<file path="src/rtl/regfile_mp_pkg.sv">
// regfile_mp_pkg: shared constants for the multi-port register file.
//   - load-alignment mode codes driven on ld_mode
//   - CP0 register numbers / selects for Status, Cause, EPC
//   - Status / Cause bit positions and exception codes
//   - exception FSM state type
package regfile_mp_pkg;

    localparam logic [2:0] LD_WORD   = 3'd0;
    localparam logic [2:0] LD_BYTE_S = 3'd1;
    localparam logic [2:0] LD_BYTE_U = 3'd2;
    localparam logic [2:0] LD_HALF_S = 3'd3;
    localparam logic [2:0] LD_HALF_U = 3'd4;

    localparam logic [4:0] CP0_STATUS = 5'd12;
    localparam logic [4:0] CP0_CAUSE  = 5'd13;
    localparam logic [4:0] CP0_EPC    = 5'd14;
    localparam logic [2:0] CP0_SEL0   = 3'd0;

    localparam int STATUS_EXL    = 1;
    localparam int CAUSE_EXC_LSB = 2;
    localparam int CAUSE_EXC_MSB = 6;

    localparam logic [4:0] EXC_SYSCALL = 5'd8;

    localparam int LINK_REG = 31;

    typedef enum logic {
        EXC_NORMAL = 1'b0,
        EXC_ACTIVE = 1'b1
    } exc_state_e;

endpackage

</file>
<file path="src/rtl/regfile_mp_ldalign.sv">
// regfile_mp_ldalign: combinational load-data alignment for GPR writes.
//   wdata    in  raw write data (word as fetched from memory)
//   ld_mode  in  LD_* code; unknown codes (5-7) pass the word through
//   addr_lo  in  low address bits: byte lane = addr_lo, half lane = addr_lo[1]
//   wdata_al out lane-selected, sign/zero-extended value
module regfile_mp_ldalign
    import regfile_mp_pkg::*;
#(
    parameter int DATA_W = 32
) (
    input  logic [DATA_W-1:0] wdata,
    input  logic [2:0]        ld_mode,
    input  logic [1:0]        addr_lo,
    output logic [DATA_W-1:0] wdata_al
);

    logic [7:0]  byte_v;
    logic [15:0] half_v;

    always_comb begin
        case (addr_lo)
            2'd0:    byte_v = wdata[7:0];
            2'd1:    byte_v = wdata[15:8];
            2'd2:    byte_v = wdata[23:16];
            default: byte_v = wdata[31:24];
        endcase
        half_v = addr_lo[1] ? wdata[31:16] : wdata[15:0];

        case (ld_mode)
            LD_BYTE_S: wdata_al = {{(DATA_W-8){byte_v[7]}}, byte_v};
            LD_BYTE_U: wdata_al = {{(DATA_W-8){1'b0}}, byte_v};
            LD_HALF_S: wdata_al = {{(DATA_W-16){half_v[15]}}, half_v};
            LD_HALF_U: wdata_al = {{(DATA_W-16){1'b0}}, half_v};
            default:   wdata_al = wdata;
        endcase
    end

endmodule

</file>
<file path="src/rtl/regfile_mp.sv">
// regfile_mp: MIPS-style GPR file with NRP read ports, HI/LO, and a minimal
// CP0 (Status/Cause/EPC) with a two-state exception FSM.
//   clk, rst_n                 clock (rising), async active-low reset
//   ra / rdata                 packed read addresses / data, port k at k*AW / k*DATA_W
//   we, wa, wdata              GPR write; data aligned by ld_mode / ld_addr_lo
//   link_we, link_pc           r31 <= link_pc + 8 (wins over we to r31)
//   hilo_we, hi_wdata, lo_wdata  bit1 writes HI, bit0 writes LO
//   cp0_we/waddr/wsel/wdata    CP0 write; cp0_raddr/rsel -> cp0_rdata (comb)
//   exc_req, exc_code, exc_pc  exception entry; eret returns
//   hi, lo, epc, exl           architectural state outputs
// Optional feature: define REGFILE_MP_BYPASS_EN to forward same-cycle GPR and
// HI/LO writes to the read outputs.
module regfile_mp
    import regfile_mp_pkg::*;
#(
    parameter  int DATA_W = 32,
    parameter  int NREG   = 32,
    parameter  int NRP    = 2,
    localparam int AW     = $clog2(NREG)
) (
    input  logic                  clk,
    input  logic                  rst_n,
    input  logic [NRP*AW-1:0]     ra,
    output logic [NRP*DATA_W-1:0] rdata,
    input  logic                  we,
    input  logic [AW-1:0]         wa,
    input  logic [DATA_W-1:0]     wdata,
    input  logic [2:0]            ld_mode,
    input  logic [1:0]            ld_addr_lo,
    input  logic                  link_we,
    input  logic [DATA_W-1:0]     link_pc,
    input  logic [1:0]            hilo_we,
    input  logic [DATA_W-1:0]     hi_wdata,
    input  logic [DATA_W-1:0]     lo_wdata,
    input  logic                  cp0_we,
    input  logic [4:0]            cp0_waddr,
    input  logic [2:0]            cp0_wsel,
    input  logic [DATA_W-1:0]     cp0_wdata,
    input  logic [4:0]            cp0_raddr,
    input  logic [2:0]            cp0_rsel,
    output logic [DATA_W-1:0]     cp0_rdata,
    input  logic                  exc_req,
    input  logic [4:0]            exc_code,
    input  logic [DATA_W-1:0]     exc_pc,
    input  logic                  eret,
    output logic [DATA_W-1:0]     hi,
    output logic [DATA_W-1:0]     lo,
    output logic [DATA_W-1:0]     epc,
    output logic                  exl
);

    // Write gate: stays low through the clock edge on which reset is
    // released, so writes presented on that edge (or during reset) are lost
    // regardless of how rst_n and clk are ordered.
    logic wr_ok_q, wr_ok_d;

    logic [DATA_W-1:0] gpr_q [NREG];
    logic [DATA_W-1:0] gpr_d [NREG];
    logic [DATA_W-1:0] hi_q, hi_d, lo_q, lo_d;
    logic [DATA_W-1:0] status_q, status_d, cause_q, cause_d, epc_q, epc_d;
    exc_state_e        state_q, state_d;
    logic [DATA_W-1:0] wdata_al;

    regfile_mp_ldalign #(.DATA_W(DATA_W)) u_ldalign (
        .wdata    (wdata),
        .ld_mode  (ld_mode),
        .addr_lo  (ld_addr_lo),
        .wdata_al (wdata_al)
    );

    always_comb begin
        wr_ok_d = 1'b1;

        gpr_d = gpr_q;
        if (wr_ok_q) begin
            if (we) gpr_d[wa] = wdata_al;
            if (link_we) gpr_d[LINK_REG] = link_pc + DATA_W'(8);
        end
        gpr_d[0] = '0;

        hi_d = (wr_ok_q && hilo_we[1]) ? hi_wdata : hi_q;
        lo_d = (wr_ok_q && hilo_we[0]) ? lo_wdata : lo_q;
    end

    // CP0 next state. Applied lowest priority first so exc_req, then eret,
    // overwrite whatever cp0_we did to the registers they own. Status.EXL and
    // the FSM state are always updated together.
    always_comb begin
        status_d = status_q;
        cause_d  = cause_q;
        epc_d    = epc_q;
        state_d  = state_q;
        if (wr_ok_q) begin
            if (cp0_we && cp0_wsel == CP0_SEL0) begin
                case (cp0_waddr)
                    CP0_STATUS: begin
                        status_d = cp0_wdata;
                        state_d  = cp0_wdata[STATUS_EXL] ? EXC_ACTIVE : EXC_NORMAL;
                    end
                    CP0_CAUSE: cause_d = cp0_wdata;
                    CP0_EPC:   epc_d   = cp0_wdata;
                    default:   ;
                endcase
            end
            if (eret && state_q == EXC_ACTIVE) begin
                status_d             = status_q;
                status_d[STATUS_EXL] = 1'b0;
                state_d              = EXC_NORMAL;
            end
            if (exc_req) begin
                status_d             = status_q;
                status_d[STATUS_EXL] = 1'b1;
                cause_d              = cause_q;
                cause_d[CAUSE_EXC_MSB:CAUSE_EXC_LSB] = exc_code;
                // nested exception keeps the original return address
                epc_d                = (state_q == EXC_NORMAL) ? exc_pc : epc_q;
                state_d              = EXC_ACTIVE;
            end
        end
    end

    always_ff @(posedge clk or negedge rst_n) begin
        if (!rst_n) begin
            wr_ok_q  <= 1'b0;
            gpr_q    <= '{default: '0};
            hi_q     <= '0;
            lo_q     <= '0;
            status_q <= '0;
            cause_q  <= '0;
            epc_q    <= '0;
            state_q  <= EXC_NORMAL;
        end else begin
            wr_ok_q  <= wr_ok_d;
            gpr_q    <= gpr_d;
            hi_q     <= hi_d;
            lo_q     <= lo_d;
            status_q <= status_d;
            cause_q  <= cause_d;
            epc_q    <= epc_d;
            state_q  <= state_d;
        end
    end

    always_comb begin
        cp0_rdata = '0;
        if (cp0_rsel == CP0_SEL0) begin
            case (cp0_raddr)
                CP0_STATUS: cp0_rdata = status_q;
                CP0_CAUSE:  cp0_rdata = cause_q;
                CP0_EPC:    cp0_rdata = epc_q;
                default:    cp0_rdata = '0;
            endcase
        end
    end

    assign epc = epc_q;
    assign exl = (state_q == EXC_ACTIVE);

    // gpr_d already carries link-over-we priority and a hard-zero r0, so
    // forwarding is simply a read of the next-state array.
    for (genvar k = 0; k < NRP; k++) begin : g_rd
        logic [AW-1:0] addr;
        assign addr = ra[k*AW +: AW];
`ifdef REGFILE_MP_BYPASS_EN
        assign rdata[k*DATA_W +: DATA_W] = gpr_d[addr];
`else
        assign rdata[k*DATA_W +: DATA_W] = gpr_q[addr];
`endif
    end

`ifdef REGFILE_MP_BYPASS_EN
    assign hi = hi_d;
    assign lo = lo_d;
`else
    assign hi = hi_q;
    assign lo = lo_q;
`endif

endmodule

</file>
<file path="config.mk">
export PLATFORM = sky130hd
export DESIGN_NAME = regfile_mp
export DESIGN_NICKNAME = d
export VERILOG_FILES = /design/src/rtl/regfile_mp_pkg.sv /design/src/rtl/regfile_mp_ldalign.sv /design/src/rtl/regfile_mp.sv
export SDC_FILE = /design/constraint.sdc
export NUM_CORES = 2
export LEC_CHECK = 0
export CAP_MARGIN = 10
export CORE_MARGIN = 5
export CORE_UTILIZATION = 25
export DETAILED_ROUTE_END_ITERATION = 8
export HOLD_SLACK_MARGIN = 0.06
export PLACE_DENSITY_LB_ADDON = 0.12
export SYNTH_ARGS = -nofsm -noshare
export SYNTH_HDL_FRONTEND = slang
export SYNTH_SLANG_ARGS = --single-unit
</file>
<file path="constraint.sdc">
create_clock -name clk -period 5 [get_ports clk]
set_input_delay 1.25 -clock clk [delete_from_list [all_inputs] [get_ports clk]]
set_output_delay 1.25 -clock clk [all_outputs]
set_load 0.01 [all_outputs]
</file>
---- After elaboration in Yosys (flattened, before gate mapping) ----
Cells that the tools add are included.
storage, ports and cells
  register bits after elaboration ......... 1,154
  output and inout port bits .............. 193
  logic and storage cells ................. 116
operators by class
  add/subtract/negate cells ............... 1
  $lt $le $gt $ge ......................... 4
  eq/ne operators ......................... 13
  muxes and demuxes ....................... 32
  bitwise operators ....................... 5
  reductions and logical operators ........ 21
operators with widths
  operator                                              number
  bitwise mux 1024 bit                                  1
  two-way mux 32 bit                                    12
  binary-select mux 32 bit (select 5 bit)               2
  demux 32 bit (select 5 bit)                           1
  one-hot mux 32 bit (4 select lines)                   1
  one-hot mux 32 bit (3 select lines)                   1
  adder 32 x 4 -> 32 bit (second input constant)        1
  equality test 5 x 4 -> 1 bit (second input constant)  6
  one-hot mux 8 bit (3 select lines)                    1
  two-way mux 7 bit                                     3
  >= comparator 6 bit (second input constant)           3
  inverter 5 -> 6 bit                                   3
  two-way mux 16 bit                                    1
  two-way mux 2 bit                                     4
  AND reduction 4 bit                                   2
  nonzero test 2 bit                                    4
  equality test 3 x 2 -> 1 bit (second input constant)  2
  logical NOT 3 bit                                     2
  < comparator 6 x 1 -> 1 bit (second input constant)   1
  AND reduction 3 bit                                   2
  nonzero test 3 bit                                    2
  logical AND 1 bit                                     5
  two-way mux 1 bit                                     5
  AND reduction 5 bit                                   1
  other kinds (8)                                       10

---- Logic depth before layout (Yosys ltp) ----
  depth after elaboration ................. 8
  mapped depth ............................ 8
  depth with buffers taken out ............ 6

---- Cells and area by module ----
Synthesis repeated with hierarchy kept, for this count alone.
unflattened totals
  cell total of the unflattened synthesis .. 4,590
  area, all modules ....................... 62,070.8 sq um
modules (own cells, without submodules)
  module              times used  cells each  area an instance (sq um)  sequential area each (sq um)
  regfile_mp          1           4,408       60,794.6                  28,877.7
  regfile_mp_ldalign  1           182         1,276.2                   0.0

---- Worst setup path after synthesis ----
OpenSTA, ideal clock, no wires.
  path type ............................... in2out
  start point ............................. input port ra[0]
  end point ............................... output port rdata[10]
  data arrival time ....................... 2.944 ns
  data required time ...................... 3.750 ns
  path slack .............................. 0.806 ns
  stages on the path ...................... 7
  buffers on the path ..................... 2
  path through ............................ clkbuf_1 > clkbuf_1 > mux4_2 > mux2i_1 > nor2_1 > a21oi_1 > o221ai_1
on the way
  cells in the longest elaborated chain, start to end .. 4
ends and longest elaborated chain
  element                                                 RTL line           source
  start, declared                                         regfile_mp.sv:23   input logic [NRP*AW-1:0] ra,
  inverter 5 -> 6 bit (not written as such)               regfile_mp.sv:167  assign rdata[k*DATA_W +: DATA_W] = gpr_q[addr];
  binary-select mux 32 bit (select 5 bit)                 regfile_mp.sv:167
  two-way mux 32 bit (not written as such) (2 in series)  regfile_mp.sv:167
  end, declared                                           regfile_mp.sv:24   output logic [NRP*DATA_W-1:0] rdata,
No other way between the ends. The select of a mux whose other input is x is not followed.

---- Final worst setup path ----
  start point ............................. input port ra[0]
  end point ............................... output port rdata[27]
Same word-level chain as after synthesis.

==> qor.yml <==
worst_setup_path:
  arrival_ns: 3.71
  reg2reg_depth: 7
  crit_top_cell: "buf_12"
  endpoint_kind: "output port"
  r2r_end: "gpr_q[475]"
  max_stage_delay_ns: 0.58
  crit_slowest_cell: "clkdlybuf4s50_1"
  worstPathRequired_ns: 3.75
  crit_chain: "buf_8 -> buf_12 -> buf_12 -> buf_4 -> mux4_2 -> mux2i_1 -> o221ai_1 -> clkdlybuf4s50_1"
  crit_type: "input pin to output port"
  worst-r2r-setup-slack_ns: 2.69
  path_max_fanout: 16
  start_kind: "input pin"
  rr_startpoint: "wr_ok_q"
place:
  place_congestion: 0.8074
  dpl.hpwl_um: 169300
  dpl-instance-area_um2: 70720
  portBuffers: 434
route:
  post_drt_wl_per_cell_um: 27.15
  drc_errors: 0
  wirelength_um: 248900
  dr.pass1.iters: 5
  drtIter0Drc: 2841
  vias_per_cell: 4.940
  drtAntennaViolNets: 0
  vias: 45280
power_and_ir_drop:
  internal-power_mw: 19.75
  comb_power_share_pct: 19.9
  switching_share_pct: 29.28
  leakage_nw: 31.77
  power_frac_seq_pct: 41.5
  powerDensity_nw_per_um2: 367.8
  total_power_mw: 27.92
  power_switching_mw: 8.177
  clkPwrFrac_pct: 38.7
  ir_drop_uv: 223.3
synth:
  netlist_area_um2: 59630
  yosys.area_share.simple_pct: 9.069
  synth_warnings: 0
  synthAdderAreaFrac_pct: 0.02098
  ys.flop_type: "dfrtp_1"
  syn_inst: 5372
  yosysUniqueCellTypes: 63
  synthMuxAreaShare_pct: 25.17
  synth_xor_area_share_pct: 0.4113
  yosysSeqAreaShare_pct: 48.43
  synth_compound_area_share_pct: 13.10
  synth_top_family_by_area: "multiplexers"
  async_reset_ff_share_pct: 100.0
  syn_nets: 5615
  syn_area_per_cell_um2: 11.10
  synth-edff-count: 0
  ys_seq_elements: 1154
cells_and_area:
  n_fill_cell: 24100
  final_area_um2: 75920
  drive_above_1_share_pct: 24.92
  area_growth_pct: 27.32
  seq_area_um2: 28880
  multiInputGateArea_um2: 28940
  final_nets: 6118
worst_hold_path:
  hold_path.class: "input pin to asynchronous set/reset pin"
timing:
  report.final.slew_viol_count: 0
  setup_viol: 0
  fin_skew_ns: 0.02997
  finalCritPeriodShare_pct: 99.14
  clock.fmax_mhz: 201.7
  hold_viol_final: 0
  fin_crit_ns: 4.957
  slew_headroom_pct: 24.53
  rsz0062_at_grt: "no"
  worst_pin_slew_ns: 1.129
floorplan:
  initial_core_util_pct: 25.09
  fp.dieW_um: 498.4
  ioPinCount: 435
  dieArea_um2: 248400
  row_count: 179
  core_area_um2: 237600
  die_h_um: 498.4
cts:
  cts_made_buffers: 144
  clock_path_buffers: 3
  path_clk_slew_ns: 0.05
  cts_max_level: 4
  insertion_delay_ns: 0.79
  cts-root-buf: "clkbuf_16"
  clkSinkCount: 1154
  cts_tree: "yes"
outcome:
  status: "finished clean"
global_routing:
  overflow: 0
  grt_pass1_wl_um: 362500
  grtUsageTotal_pct: 19.83
  grt_max_degree: 112
  antenna_found_initial: 18
  grt_pass1_vias: 47800
run:
  maxCapViolations: 0
routing by layer:
| layer | track usage, % | up-vias | part of all wire [%] |
|---|---|---|---|
| met5 | 0 | - | 0.024 |
| li1 | - | 20610 | - |
| met1 | 26.14 | 23450 | 44 |
| met2 | 34.48 | 938 | 50 |
| met4 | 4.184 | 12 | 2.2 |
| met3 | 3.105 | 271 | 4.0 |
metrics by stage:
stage / TNS (ns) / instances / hold WS, ns / worst slack (ns) / util [%]
after floorplan: 0 / 5372 / 0.4604 / 0.8055 / -
after global placement: -1.837 / 8885 / 0.4738 / -0.2825 / 29.76
after detailed placement: -1.724 / 8885 / 0.4851 / -0.2279 / 29.76
after CTS: -0.006328 / 9146 / 0.4408 / -0.006328 / 31.84
after global routing: 0 / 9159 / 0.4633 / 0.001198 / 31.94
final: 0 / 9166 / 0.4372 / 0.04303 / 31.95
Yosys cell counts (64+ instances only):
cell type,count,area [um2]
a21oi_1,171,855.8
a22oi_1,105,788.3
buf_2,64,320.3
clkbuf_1,363,1363
dfrtp_1,1154,28880
mux2_2,244,2748
mux2i_1,198,1982
mux4_2,456,10270
nand2_1,1087,4080
nor2_1,147,551.8
o21ai_0,955,4780
o221ai_1,76,665.6
registers in the layout, indices dropped and copies added (netlist names):
| register | flops |
|---|---|
| hi | 32 |
| epc | 32 |
| cause_q | 32 |
| wr_ok_q | 1 |
| gpr_q | 992 |
| lo | 32 |
| status_q | 32 |
| exl | 1 |
critical path: cells and delay by family:
| family | cells | cell delay (ns) |
|---|---|---|
| buf+inv | 5 | 1.29 |
| compound gates | 1 | 0.32 |
| mux | 2 | 0.78 |
kinds of logic (layout without fill, tap and decap cells):
| group | after synthesis | after routing |
|---|---|---|
| other cells | 1 | 10 |
| simple gates | 1346 | 1346 |
| compound gates | 1410 | 1410 |
| fa+ha+maj | 1 | 1 |
| mux | 899 | 899 |
| buf+inv | 533 | 1151 |
| flops | 1154 | 1154 |
| xor+xnor | 28 | 28 |
power groups by stage:
stage	clock [mW]	sequential, mW	combinational [mW]
after CTS	11.1	11.6	5.64
final	10.8	11.6	5.55
after global routing	11.5	11.8	6.06
after floorplan	0	11.5	2.95
after detailed placement	0	11.7	5.62
after global placement	0	11.7	5.57
placed cells by master (no fill, tap or decap), drive strengths merged, types with 20 or more instances in the layout:
cell              n
xnor2            20
dfrtp          1154
nand2          1087
buf             455
o221ai           76
nor2            147
clkdlybuf4s50   408
a22oi           105
clkinv           34
clkbuf          210
mux2i           198
mux2            245
mux4            456
o21ai          1006
a21oi           172
worst max-delay path by stage:
| stage | slack (ns) | startpoint | to |
|---|---|---|---|
| floorplan | 0.81 | ra[0] | rdata[10] |
| global placement | -0.28 | ra[5] | rdata[55] |
| detailed placement | -0.23 | ra[5] | rdata[55] |
| CTS | -0.006 | ra[5] | rdata[42] |
| global route | 0.001 | ra[0] | rdata[27] |
| finish | 0.04 | ra[0] | rdata[27] |
final cells by class:
cell class              instances  share of cell area (%)
diodes                          9                 0.02967
clock buffers                 210                   5.579
clock inverters                51                  0.7746
inverters                      11                 0.05439
multi-input cells            3685                   38.12
flip-flops and latches       1154                   38.04
well taps                    3167                   5.219
repair buffers                879                   12.19
timing repair:
item / CTS / global route
gates resized for setup: 32 / 24
setup endpoints to repair: 21 / 29
buffers inserted: 0 / 11
gates cloned: 1 / 0
hold buffers: 0 / 0
hold endpoints to repair: 0 / 0
pin swaps: 1 / 3
No activity file was read; power rests on OpenSTA's default activity.
